==> config.mk <==
export PLATFORM = sky130hd
export DESIGN_NAME = cpu_step_display
export DESIGN_NICKNAME = d
export VERILOG_FILES = /design/src/rtl/cpu_step_display.sv
export SDC_FILE = /design/constraint.sdc
export NUM_CORES = 1
export LEC_CHECK = 0
export BUFFER_PORTS_ARGS = -buffer_cell sky130_fd_sc_hd__buf_2
export CORE_MARGIN = 2
export CORE_UTILIZATION = 54
export CTS_BUF_LIST = sky130_fd_sc_hd__clkbuf_8
export DETAILED_ROUTE_END_ITERATION = 8
export PLACE_DENSITY_LB_ADDON = 0.2
export SETUP_SLACK_MARGIN = 0.1
export SKIP_CTS_REPAIR_TIMING = 1
export SLEW_MARGIN = 0
export SYNTH_ARGS = -nofsm -noshare
export SYNTH_HDL_FRONTEND = slang
export SYNTH_SLANG_ARGS = --single-unit
==> constraint.sdc <==
create_clock -name clk -period 6.9 [get_ports clk]
set_input_delay 1.38 -clock clk [delete_from_list [all_inputs] [get_ports clk]]
set_output_delay 1.38 -clock clk [all_outputs]
set_load 0.02 [all_outputs]
==> src/rtl/cpu_step_display.sv <==
//------------------------------------------------------------------------------
// cpu_step_display
//
// Board-level front end for the single-cycle CPU core.
//
//  * Step path: the raw step push-button is synchronised and debounced. The
//    debounced level is the CPU core clock, so one clean press produces one
//    rising edge on cpu_clk, which executes one instruction.
//  * Display path: a free-running refresh counter scans a 4-digit multiplexed
//    seven-segment display in the order 3,2,1,0. At the start of every frame
//    (the tick that selects digit 3) a 16-bit word is captured from the CPU
//    observation signals. The page is chosen by sel, and the whole frame is
//    drawn from that one snapshot, so input changes never tear a frame.
//
// Ports
//   clk         in   1   board clock
//   RST         in   1   asynchronous active-low reset
//   step_btn    in   1   raw, bouncy, asynchronous push-button
//   sel         in   2   display page select (sampled at snapshot)
//   pc          in  32   current PC
//   newpc       in  32   next PC
//   rs          in   5   source register number
//   rd1         in  32   ReadData1
//   rt          in   5   target register number
//   rd2         in  32   ReadData2
//   alu_result  in  32   ALU result
//   db_data     in  32   register write-back data
//   cpu_clk     out  1   clock to the CPU core (debounced button level)
//   pos_ctrl    out  4   digit enables, active-low one-hot, bit 3 = leftmost
//   num_ctrl    out  8   segments, active-low, bit 7 = dp (always off)
//------------------------------------------------------------------------------
module cpu_step_display #(
   parameter int REFRESH_DIV     = 100000,
   parameter int DEBOUNCE_CYCLES = 1000000
) (
   input  logic        clk,
   input  logic        RST,
   input  logic        step_btn,
   input  logic [1:0]  sel,
   input  logic [31:0] pc,
   input  logic [31:0] newpc,
   input  logic [4:0]  rs,
   input  logic [31:0] rd1,
   input  logic [4:0]  rt,
   input  logic [31:0] rd2,
   input  logic [31:0] alu_result,
   input  logic [31:0] db_data,
   output logic        cpu_clk,
   output logic [3:0]  pos_ctrl,
   output logic [7:0]  num_ctrl
);

   //---------------------------------------------------------------------------
   // Widths and terminal counts
   //---------------------------------------------------------------------------
   localparam int DBW = (DEBOUNCE_CYCLES > 2) ? $clog2(DEBOUNCE_CYCLES) : 1;
   localparam int RFW = (REFRESH_DIV > 2) ? $clog2(REFRESH_DIV) : 1;

   localparam logic [DBW-1:0] DB_LAST  = DBW'(DEBOUNCE_CYCLES - 1);
   localparam logic [RFW-1:0] REF_LAST = RFW'(REFRESH_DIV - 1);

   //---------------------------------------------------------------------------
   // Seven-segment glyphs, active-low, dp off (bit 7 = 1)
   //---------------------------------------------------------------------------
   function automatic logic [7:0] seg7(input logic [3:0] nib);
      logic [7:0] seg;
      seg = 8'hFF;
      case (nib)
         4'h0: seg = 8'hC0;
         4'h1: seg = 8'hF9;
         4'h2: seg = 8'hA4;
         4'h3: seg = 8'hB0;
         4'h4: seg = 8'h99;
         4'h5: seg = 8'h92;
         4'h6: seg = 8'h82;
         4'h7: seg = 8'hF8;
         4'h8: seg = 8'h80;
         4'h9: seg = 8'h90;
         4'hA: seg = 8'h88;
         4'hB: seg = 8'h83;
         4'hC: seg = 8'hC6;
         4'hD: seg = 8'hA1;
         4'hE: seg = 8'h86;
         4'hF: seg = 8'h8E;
         default: seg = 8'hFF;
      endcase
      return seg;
   endfunction

   //---------------------------------------------------------------------------
   // Step button: 2-flop synchroniser + debounce counter
   //---------------------------------------------------------------------------
   logic [1:0]     r_sync;
   logic           r_deb;
   logic [DBW-1:0] r_db_cnt;
   logic           w_sync_lvl;
   logic           w_db_diff;

   assign w_sync_lvl = r_sync[1];
   assign w_db_diff  = (w_sync_lvl != r_deb);

   always_ff @(posedge clk or negedge RST) begin
      if (!RST) begin
         r_sync   <= 2'b00;
         r_deb    <= 1'b0;
         r_db_cnt <= '0;
      end else begin
         r_sync <= {r_sync[0], step_btn};
         if (!w_db_diff) begin
            // Any return to agreement restarts the stability window.
            r_db_cnt <= '0;
         end else if (r_db_cnt == DB_LAST) begin
            r_deb    <= w_sync_lvl;
            r_db_cnt <= '0;
         end else begin
            r_db_cnt <= r_db_cnt + DBW'(1);
         end
      end
   end

   // The debounced register itself drives the core clock: no extra stage, so
   // the press-to-edge latency is exactly DEBOUNCE_CYCLES+2 clk edges.
   assign cpu_clk = r_deb;

   //---------------------------------------------------------------------------
   // Refresh counter and scan index
   //---------------------------------------------------------------------------
   logic [RFW-1:0] r_ref_cnt;
   logic [1:0]     r_idx;
   logic           w_tick;
   logic [1:0]     w_idx_next;

   assign w_tick     = (r_ref_cnt == REF_LAST);
   assign w_idx_next = r_idx - 2'd1;   // wraps 0 -> 3

   //---------------------------------------------------------------------------
   // Snapshot word selection
   //---------------------------------------------------------------------------
   logic [15:0] r_word;
   logic [15:0] w_capture;
   logic [15:0] w_frame;
   logic        w_new_frame;

   always_comb begin
      w_capture = 16'h0000;
      case (sel)
         2'b00:   w_capture = {pc[7:0], newpc[7:0]};
         2'b01:   w_capture = {3'b000, rs, rd1[7:0]};
         2'b10:   w_capture = {3'b000, rt, rd2[7:0]};
         default: w_capture = {alu_result[7:0], db_data[7:0]};
      endcase
   end

   // Digit 3 on the capture edge must already show the freshly captured word.
   assign w_new_frame = (w_idx_next == 2'd3);
   assign w_frame     = w_new_frame ? w_capture : r_word;

   // Split the frame into per-digit nibbles and glyphs.
   logic [3:0] w_nibble [4];
   logic [7:0] w_glyph  [4];

   generate
      for (genvar gi = 0; gi < 4; gi++) begin : g_digit
         assign w_nibble[gi] = w_frame[4*gi +: 4];
         assign w_glyph[gi]  = seg7(w_nibble[gi]);
      end
   endgenerate

   logic [3:0] w_pos_next;
   logic [7:0] w_num_next;

   assign w_pos_next = ~(4'b0001 << w_idx_next);
   assign w_num_next = w_glyph[w_idx_next];

   //---------------------------------------------------------------------------
   // Refresh / display registers
   //---------------------------------------------------------------------------
   always_ff @(posedge clk or negedge RST) begin
      if (!RST) begin
         r_ref_cnt <= '0;
         r_idx     <= 2'd0;
         r_word    <= 16'h0000;
         pos_ctrl  <= 4'b1111;
         num_ctrl  <= 8'hFF;
      end else begin
         if (w_tick) begin
            r_ref_cnt <= '0;
            r_idx     <= w_idx_next;
            pos_ctrl  <= w_pos_next;
            num_ctrl  <= w_num_next;
            if (w_new_frame) begin
               r_word <= w_capture;
            end
         end else begin
            r_ref_cnt <= r_ref_cnt + RFW'(1);
         end
      end
   end

   // Only the low byte of the wide observation buses is displayed.
   logic w_unused;
   assign w_unused = &{1'b0, pc[31:8], newpc[31:8], rd1[31:8], rd2[31:8],
                       alu_result[31:8], db_data[31:8]};

endmodule

==> results of run 1 <==
[cell usage after synthesis (3+ instances only)]
cell and n:
dfstp_2 11, o21ai_1 18, buf_4 7, clkbuf_1 3, nand4_1 7, mux2_1 4, mux2i_1 21, a221oi_1 3
inv_1 15, a211oi_1 6, mux4_2 5, nand3_1 20, nor3b_1 3, ha_1 30, xnor2_1 18, mux2_2 14
xor2_1 18, nor2b_1 11, nand2_1 51, buf_2 14, o21ai_0 16, a31oi_1 4, o221ai_2 3, nor3_1 10
and2_1 7, buf_6 3, dfrtp_1 58, nor4b_1 3, nor2_1 53, and3_1 7, o221ai_1 3, nand2b_1 7
and4_1 3, a21oi_1 20, o22ai_1 3
[state kept, by name (all words and copies together), names as in the netlist]
register,count
r_ref_cnt,17
r_idx,2
num_ctrl,7
cpu_clk,1
pos_ctrl,4
r_word,16
r_sync,2
r_db_cnt,20
[logic make-up after synthesis]
family                     Yosys count
muxes                               46
AOI/OAI and AO/OA                  108
and+or+nand+nor                    197
adders and majority gates           30
other                                1
xor gates and xnor gates            36
buffers and inverters               46
DFF                                 69
[layer usage]
metal | track usage [%] | vias up | share of wire [%]
met5 | 0 | - | 0
met4 | 7.165 | 0 | 1.5
met3 | 4.508 | 14 | 4.4
met2 | 41.04 | 114 | 48
met1 | 34.03 | 2005 | 46
li1 | - | 2023 | -
[worst max path at each step]
stage                              to  slack, ns  cells after the start
after floorplan           num_ctrl[6]       3.24                     11
after global placement    num_ctrl[3]       2.54                      9
after detailed placement  num_ctrl[3]       2.47                      9
after CTS                 num_ctrl[3]       2.84                      9
after global routing      num_ctrl[6]       2.46                     13
final                     num_ctrl[6]       2.82                     13
[power breakdown]
part | internal, uW | switching (uW) | total, uW
Clock | 145 | 178 | 324
Sequential | 410 | 4.42 | 415
Combinational | 74.9 | 104 | 179
[final cells by class]
type | count | area, um2
Tap cell | 111 | 138.9
Clock buffer | 10 | 137.6
Fill cell | 817 | 3576
Inverter | 18 | 67.56
Timing Repair Buffer | 77 | 392.9
Clock inverter | 6 | 50.05
Multi-Input combinational cell | 418 | 3049
Sequential cell | 69 | 1740
[worst max-delay path: cells and delay by family (launching register included)]
family	cells	cell delay [ns]
adder cells (fa/ha/maj)	2	0.53
multiplexers	1	0.27
AO/OA/AOI/OAI	5	1.21
AND/OR/NAND/NOR	2	0.40
flip-flops	1	0.85
buffers and inverters	3	0.75
[through the flow]
| step | instance area [um2] | setup slack (ns) | cells | hold WS (ns) |
|---|---|---|---|---|
| 2_1_floorplan | 5029 | 3.242 | 533 | 0.3312 |
| 3_3_place_gp | 5389 | 2.538 | 693 | 0.3542 |
| 3_5_place_dp | 5389 | 2.475 | 693 | 0.3426 |
| 4_1_cts | 5577 | 2.843 | 709 | 0.3650 |
| 5_1_grt | 5577 | 2.462 | 709 | 0.3810 |
| 6_report | 5577 | 2.819 | 709 | 0.3672 |
==> impl_metrics.tcl, run 1 <==
set metrics [dict create \
    finalPower_uw 916.7 \
    drv_cap 0 \
    final_cell_mix "74 x buf_2, 58 x dfrtp_1, 53 x nor2_1, 51 x nand2_1, 30 x ha_1" \
    gp_congestion 0.8882 \
    synth.avg_cell_area_um2 9.434 \
    cp.arrival_ns 4.37 \
    drtPass1Iterations 5 \
    finalHoldViolCount 0 \
    num_antenna_cells 0 \
    synth_compound_area_share_pct 15.45 \
    reg2reg_to "num_ctrl[6]" \
    place_hpwl_um 8877 \
    worst_pin_slew_ns 0.9905 \
    synth_flop_cell "dfrtp_1" \
    detail_route.wl_per_cell_um 16.83 \
    rr_worst_depth 13 \
    async_flop_share_pct 100.0 \
    routed_wl_um 11930 \
    cts_buffer_depth 2 \
    port-buffer-count 74 \
    io_pins 220 \
    cts_buffers 9 \
    ys_ff_latch 69 \
    critPathLaunch "r_idx[0]" \
    grt_overflow 0 \
    synthSimpleGateAreaFrac_pct 20.03 \
    grt_pass1_vias 4112 \
    power.density_nw_per_um2 164.4 \
    whs_endpoint "r_sync[1]" \
    track_usage_pct 24.99 \
    netlist.area_leader.share_pct 28.86 \
    fp.dieW_um 100.5 \
    min_path_cells 0 \
    worst_hold_path_type "reg2reg" \
    yosysSeqAreaShare_pct 34.61 \
    clock-sinks 69 \
    cp_cell_sequence "inv_2 -> ha_1 -> buf_4 -> nand2_1 -> a211oi_1 -> a211oi_1 -> inv_1 -> ha_1 -> mux2_2 -> nand2_1 -> o311ai_0 -> a21oi_1 -> o21ai_1" \
    fin_setup_tns_ns 0 \
    synth_top_family_by_area "simple AND/OR/NAND/NOR gates" \
    period_minus_slack_ns 4.081 \
    vias 4156 \
    drive_gt1_share_pct 24.58 \
    finalSetupViolations 0 \
    yosys.cell_types.count 78 \
    antenna_found_initial 0 \
    dr.first_iter.drc_count 295 \
    htreeDepth 3 \
    synth-xor-area-share_pct 6.270 \
    p_leak_uw 0.002457 \
    ir_worst_vdd_mv 0.08142 \
    slowest_stage "dfrtp_1" \
    yosysTopAreaCell "dfrtp_1" \
    clk_latency_ns 0.36 \
    viasPerCell 5.862 \
    synth_edf_count 0 \
    syn_area_um2 5029 \
    max_freq_mhz 245.0 \
    start_util_pct 54.94 \
    r2r_start "r_idx[0]" \
    cpPeakStageDelay_ns 0.85 \
    cts_tree "built" \
    die-area_um2 10100 \
    rows 35 \
    slew_violations 0 \
    syn_nets 770 \
    holdCritStartpoint "r_sync[0]" \
    criticalPathCategory "reg2reg" \
    critPathMaxFanout 33 \
    grt_pass1_wl_um 20020 \
    finalClockSkew_ns 0.01269 \
    area_growth_pct 10.90 \
    drc_errors 0 \
    rsz0062_at_grt "no" \
    run_status "completed" \
    cts-root-buf "clkbuf_8" \
    critPathCaptureType "flop" \
    nets 830 \
    post-route-period-util_pct 59.14 \
    synthCells 533 \
    crit_required_ns 7.18 \
    r2r_setup_slack_ns 2.82 \
    synth_fa_ha_area_share_pct 7.465 \
    die_h_um 100.5 \
    grt_max_degree 70 \
    ys_warn_count 0 \
    fin_util_pct 60.93 \
    path_clk_slew_ns 0.09 \
    crit_path_start_kind "flop" \
    layout_commonest_cell "buf_2" \
    fp.coreArea_um2 9153 \
    synth_mux_area_share_pct 11.35 \
    slew_headroom_pct 33.97 \
    ant_nets 0 \
    synth_area_leaders "dfrtp_1 29%, ha_1 7.5%, dfstp_2 5.7%" \
]
(Power assumes the default switching activity.)
==> inputs of run 2 (changes only) <==
Settings changed: ABC_AREA set to 1, CORE_UTILIZATION 54 to 50.
Clock period 6.9 ns to 4.2 ns, I/O delays scaled along.
==> run 2 against run 1 <==
Sequential power grew 61%. Non-clock buffer count grew 2. Worst hold slack worse by 0.0048 ns. Final cell count is 34% higher. Sequential share of layout area fell by 0.65 points. Critical path type is now in2reg. Via count grew 20%. Synthesized area decreased by 0.70%. Count of clock-buffer cells in the layout shrank 1. Register-to-register slack lost 1.5 ns. Highest routed layer unchanged. Flip-flop and latch count stayed put.
==> impl_metrics.tcl, run 2 <==
set metrics [dict create \
    routed_wl_um 12950 \
    yosysSeqAreaShare_pct 34.85 \
    crit_required_ns 4.49 \
    rows 36 \
    start_util_pct 51.32 \
    finalClockSkew_ns 0.01555 \
    yosys.cell_types.count 36 \
    p_leak_uw 0.002989 \
    finalWorstSetupSlack_ns 1.241 \
    async_flop_share_pct 100.0 \
    largest_registers "r_db_cnt (20), r_ref_cnt (17), r_word (16)" \
    gp_congestion 1.002 \
    slew_violations 0 \
    final_cell_mix "210 x nand2_1, 100 x nand3_1, 87 x nor2_1, 83 x inv_1, 74 x buf_2" \
    slew_headroom_pct 27.78 \
    die-area_um2 10800 \
    finalSetupViolations 0 \
    vias 4980 \
    fin_cells 948 \
    rr_worst_depth 14 \
    drtPass1Iterations 5 \
    worst_pin_slew_ns 1.083 \
    yosysTopAreaCell "dfrtp_1" \
    ir_worst_vdd_mv 0.2184 \
    cts_buffers 9 \
    layout_commonest_cell "nand2_1" \
    syn_area_um2 4994 \
    ant_nets 0 \
    area_growth_pct 14.06 \
    fillers 989 \
    synthCells 738 \
    track_usage_pct 25.45 \
    viasPerCell 5.253 \
    synth.avg_cell_area_um2 6.766 \
    critPathMaxFanout 19 \
    cp_cell_sequence "buf_2 -> inv_1 -> nor2_1 -> nand2_1 -> nand2_1 -> nor2_1 -> nand2_1 -> nand2_1 -> inv_1 -> ha_1 -> inv_1 -> nand2_1 -> nand3_1 -> nand2_1 -> inv_1 -> nand2_1 -> nand2_1 -> nand2_1 -> nand2_1" \
    path_clk_slew_ns 0.08 \
    rsz0062_at_grt "no" \
    place_inst 932 \
    seqCellArea_um2 1740 \
    min_path_cells 0 \
    io_pins 220 \
    crit_path_start_kind "input pin" \
    detail_route.wl_per_cell_um 13.66 \
    drive_gt1_share_pct 15.95 \
    clk_latency_ns 0.37 \
    grt_pass1_wl_um 21980 \
    die_h_um 103.9 \
    netlist.area_leader.share_pct 29.07 \
    criticalPathCategory "in2reg" \
    slowest_stage "nor2_1" \
    ys_top_cells_by_count "210 x nand2_1, 100 x nand3_1, 87 x nor2_1" \
    num_antenna_cells 0 \
    synth_area_leaders "dfrtp_1 29%, nand2_1 16%, nand3_1 10%" \
    drv_cap 0 \
    period_minus_slack_ns 2.959 \
    finalHoldViolCount 0 \
    cts_buffer_depth 2 \
    drc_errors 0 \
    syn_nets 975 \
    fin_setup_tns_ns 0 \
    synth_flop_cell "dfrtp_1" \
    grt_overflow 0 \
    multiInputGateArea_um2 2824 \
    dr.first_iter.drc_count 279 \
    worst_hold_path_type "reg2reg" \
    fp.coreArea_um2 9729 \
    grt_max_degree 47 \
    grt_pass1_vias 4823 \
    pre_cts_slack_ns 0.9806 \
    htreeDepth 3 \
    cp.depth 19 \
    largest_register_ffs 20 \
    ys_ff_latch 69 \
    max_freq_mhz 337.9 \
    cpPeakStageDelay_ns 0.43 \
    clock-sinks 69 \
    power.density_nw_per_um2 274.9 \
    cp.arrival_ns 3.25 \
    top_register "r_db_cnt" \
    run_status "completed" \
    synth_edf_count 0 \
    ys_warn_count 0 \
    nets 1047 \
    synth_most_common_cell "nand2_1" \
    hold-worst-slack_ns 0.3624 \
    antenna_found_initial 0 \
    port-buffer-count 74 \
    post-route-period-util_pct 70.46 \
    cts-root-buf "clkbuf_8" \
    crit_family "simple AND/OR/NAND/NOR gates" \
    fin_util_pct 58.54 \
    cts_tree "built" \
    place_hpwl_um 9932 \
    fp.dieW_um 103.9 \
    crit_buf_inv 5 \
    critPathCaptureType "flop" \
    cp_common_cell "nand2_1" \
]
[run 2: cell count changes in the layout (fill, tap and decap cells not counted), moves of 14 or more]
cell     change
inv_1       +68
o21ai_1     -14
mux2i_1     -21
o21ai_0     +26
nand2_1    +159
nand3_1     +80
nor2_1      +34
xnor2_1     -15
[run 2: kinds of logic after synthesis]
kind of cell | Yosys count | share of synthesized area, %
flip-flops | 69 | 34.85
adder cells (fa/ha/maj) | 30 | 7.517
other | 1 | 0.07510
buffers and inverters | 106 | 8.594
XOR/XNOR | 18 | 3.157
AND/OR/NAND/NOR | 440 | 37.68
multiplexers | 1 | 0.2255
AO/OA/AOI/OAI | 73 | 7.893
[run 2: worst paths after layout]
check | startpoint | end | slack (ns)
setup reg to reg | r_idx[0] | num_ctrl[2] | 1.29
hold reg to reg | r_sync[0] | r_sync[1] | 0.36
min in group asynchronous | RST | r_word[7] | 0.67
setup / recovery | sel[1] | num_ctrl[2] | 1.24
max in group asynchronous | RST | num_ctrl[6] | 2.66
hold / removal | r_sync[0] | r_sync[1] | 0.36
[run 2: routing by layer]
layer  up-vias  share of wire, %  track usage, %
met5         -                 0               0
met4         0               1.9           8.398
met3        19               8.3           7.018
met2       168                43           38.63
met1      2299                47           35.25
li1       2494                 -               -
[run 2: stage by stage]
stage | area [um2] | total power, uW
global route | 5695 | 1649
CTS | 5695 | 1580
detailed placement | 5469 | 943.0
global placement | 5469 | 936.5
finish | 5695 | 1566
floorplan | 4994 | 855.4
[run 2: cell type report]
type	instances	share of cell area [%]
timing repair buffer	79	7.162
clock buffer	9	2.175
clock inverter	7	1.801
multi-input combinational	563	49.58
inverter	88	5.800
tap	133	2.922
sequential	69	30.56
[run 2: worst register-to-register path, stage by stage, from the launching register on]
cell	delay [ns]
dfrtp_1	0.65
inv_1	0.12
ha_1	0.23
inv_1	0.37
nor2_1	0.14
a21oi_2	0.33
inv_1	0.14
ha_1	0.28
inv_1	0.09
nand3_1	0.07
nand3_1	0.12
nand3_1	0.09
nand2_1	0.07
nand2_1	0.07
nand2_1	0.08
[run 2: power by group]
group | total [uW] | internal [uW] | switching (uW) | leakage, uW
clock network | 630 | 342 | 288 | 0.000111
logic | 266 | 88.2 | 178 | 0.00205
registers | 670 | 668 | 1.92 | 0.000831
total | 1570 | 1100 | 468 | 0.00299
==> inputs of run 3 (changes only) <==
Settings changed: CORE_UTILIZATION 50 to 45.
Clock period 4.2 ns to 2.5 ns, I/O delays scaled along.
==> run 3 against run 2 <==
First-iteration DRC count rose by 18%. Clock skew fell by 0.0032 ns. Total power rose by 55%. Largest power group unchanged.
==> impl_metrics.tcl, run 3 (synthesis gave the netlist of run 2 again) <==
set metrics [dict create \
    io_pins 220 \
    die_h_um 109.3 \
    cp.depth 14 \
    crit_path_start_kind "flop" \
    fp.dieW_um 109.3 \
    cp.arrival_ns 2.48 \
    run_status "completed" \
    rr_worst_depth 14 \
    worst_hold_path_type "in2async" \
    fp.coreArea_um2 10840 \
    cts-root-buf "clkbuf_8" \
    grt_pass1_wl_um 21340 \
    grt_overflow 0 \
    start_util_pct 46.06 \
    critPathMaxFanout 12 \
    largest_register_ffs 20 \
    clk_latency_ns 0.35 \
    cp_common_cell "nand3_1" \
    power.density_nw_per_um2 411.6 \
    fin_setup_tns_ns 0 \
    fillers 1121 \
    top_register "r_db_cnt" \
    p_leak_uw 0.003103 \
    rsz0062_at_grt "yes" \
    m1WireLength_um 6313 \
    htreeDepth 3 \
    cts_tree "built" \
    cts_buffer_depth 2 \
    crit_family "simple AND/OR/NAND/NOR gates" \
    finalClockSkew_ns 0.01234 \
    cts_buffers 9 \
    drtPass1Iterations 5 \
    grt_max_degree 70 \
    critPathCaptureType "flop" \
    seqCellArea_um2 1740 \
    die-area_um2 11960 \
    fin_cells 982 \
    drc_errors 0 \
    gp_congestion 0.9728 \
    rows 38 \
    detail_route.wl_per_cell_um 13.08 \
    nets 1074 \
    cp_cell_sequence "inv_1 -> ha_4 -> inv_1 -> buf_6 -> nor2_1 -> a21oi_2 -> inv_1 -> ha_1 -> inv_1 -> nand3_1 -> nand3_1 -> nand3_1 -> nand3_1 -> nand3_1" \
    port-buffer-count 74 \
    vias 4975 \
    finalHoldViolCount 0 \
    slowest_stage "dfrtp_1" \
    wl_met2_um 5577 \
    grt_pass1_vias 4482 \
    slew_violations 0 \
    multiInputGateArea_um2 2841 \
    dr.first_iter.drc_count 328 \
    finalSetupViolations 0 \
    final_cell_mix "209 x nand2_1, 100 x nand3_1, 86 x nor2_1, 82 x inv_1, 74 x buf_2" \
    r2r_setup_slack_ns 0.29 \
    post-route-period-util_pct 88.27 \
    layout_commonest_cell "nand2_1" \
    crit_buf_inv 5 \
    viasPerCell 5.066 \
    path_clk_slew_ns 0.08 \
    criticalPathCategory "reg2reg" \
    largest_registers "r_db_cnt (20), r_ref_cnt (17), r_word (16)" \
    top_layer "met4" \
    track_usage_pct 22.66 \
    wl_met3_um 859 \
    critPathCapture "num_ctrl[3]" \
    ir_worst_vdd_mv 0.2938 \
    routed_wl_um 12840 \
    place_hpwl_um 9985 \
    reg2reg_to "num_ctrl[3]" \
    period_minus_slack_ns 2.207 \
    place_inst 963 \
    drv_cap 0 \
    ant_nets 0 \
    antenna_found_initial 0 \
    cpPeakStageDelay_ns 0.38 \
    max_freq_mhz 453.2 \
    r2r_start "r_idx[1]" \
    crit_required_ns 2.77 \
    area_growth_pct 17.94 \
    num_antenna_cells 0 \
    clock-sinks 69 \
    drive_gt1_share_pct 19.12 \
    critPathLaunch "r_idx[1]" \
]
==> run 3: worst min-delay path by stage <==
stage              start         to  slack (ns)  depth (start not counted)
2_1_floorplan        RST    cpu_clk        0.20                          0
3_5_place_dp   r_sync[0]  r_sync[1]        0.35                          0
3_3_place_gp   r_sync[0]  r_sync[1]        0.34                          0
4_1_cts              RST  r_word[5]        0.16                          2
5_1_grt              RST  r_word[5]        0.17                          2
6_report             RST  r_word[5]        0.14                          2
==> run 3: area by class of cell <==
class                      count  area share [%]
inverter                      88           5.609
clock buffer                   9           2.103
timing repair buffer         106           10.64
tap                          140           2.974
sequential                    69           29.55
multi-input combinational    563           48.25
clock inverter                 7          0.8710
==> run 3: power by group <==
part / leakage, uW / internal (uW) / switching (uW)
sequential: 0.000831 / 1120 / 3.73
combinational: 0.00219 / 181 / 299
clock: 0.0000856 / 362 / 457
==> run 3: metal layers <==
layer	global-route usage (%)	up-vias
li1	-	2549
met1	33.40	2281
met2	33.86	136
met3	5.276	9
met4	4.792	0
met5	0	-
==> run 3: stage by stage <==
step	setup WS, ns	instance area (um2)	power, uW	hold slack [ns]	util, %
2_1_floorplan	0.1037	5006	1437	0.2044	-
3_3_place_gp	0.06785	5670	1612	0.3400	52.31
3_5_place_dp	0.01088	5670	1617	0.3523	52.31
4_1_cts	0.05037	5846	2447	0.1573	53.92
5_1_grt	0.07643	5889	2565	0.1671	54.33
6_report	0.2933	5889	2424	0.1448	54.33
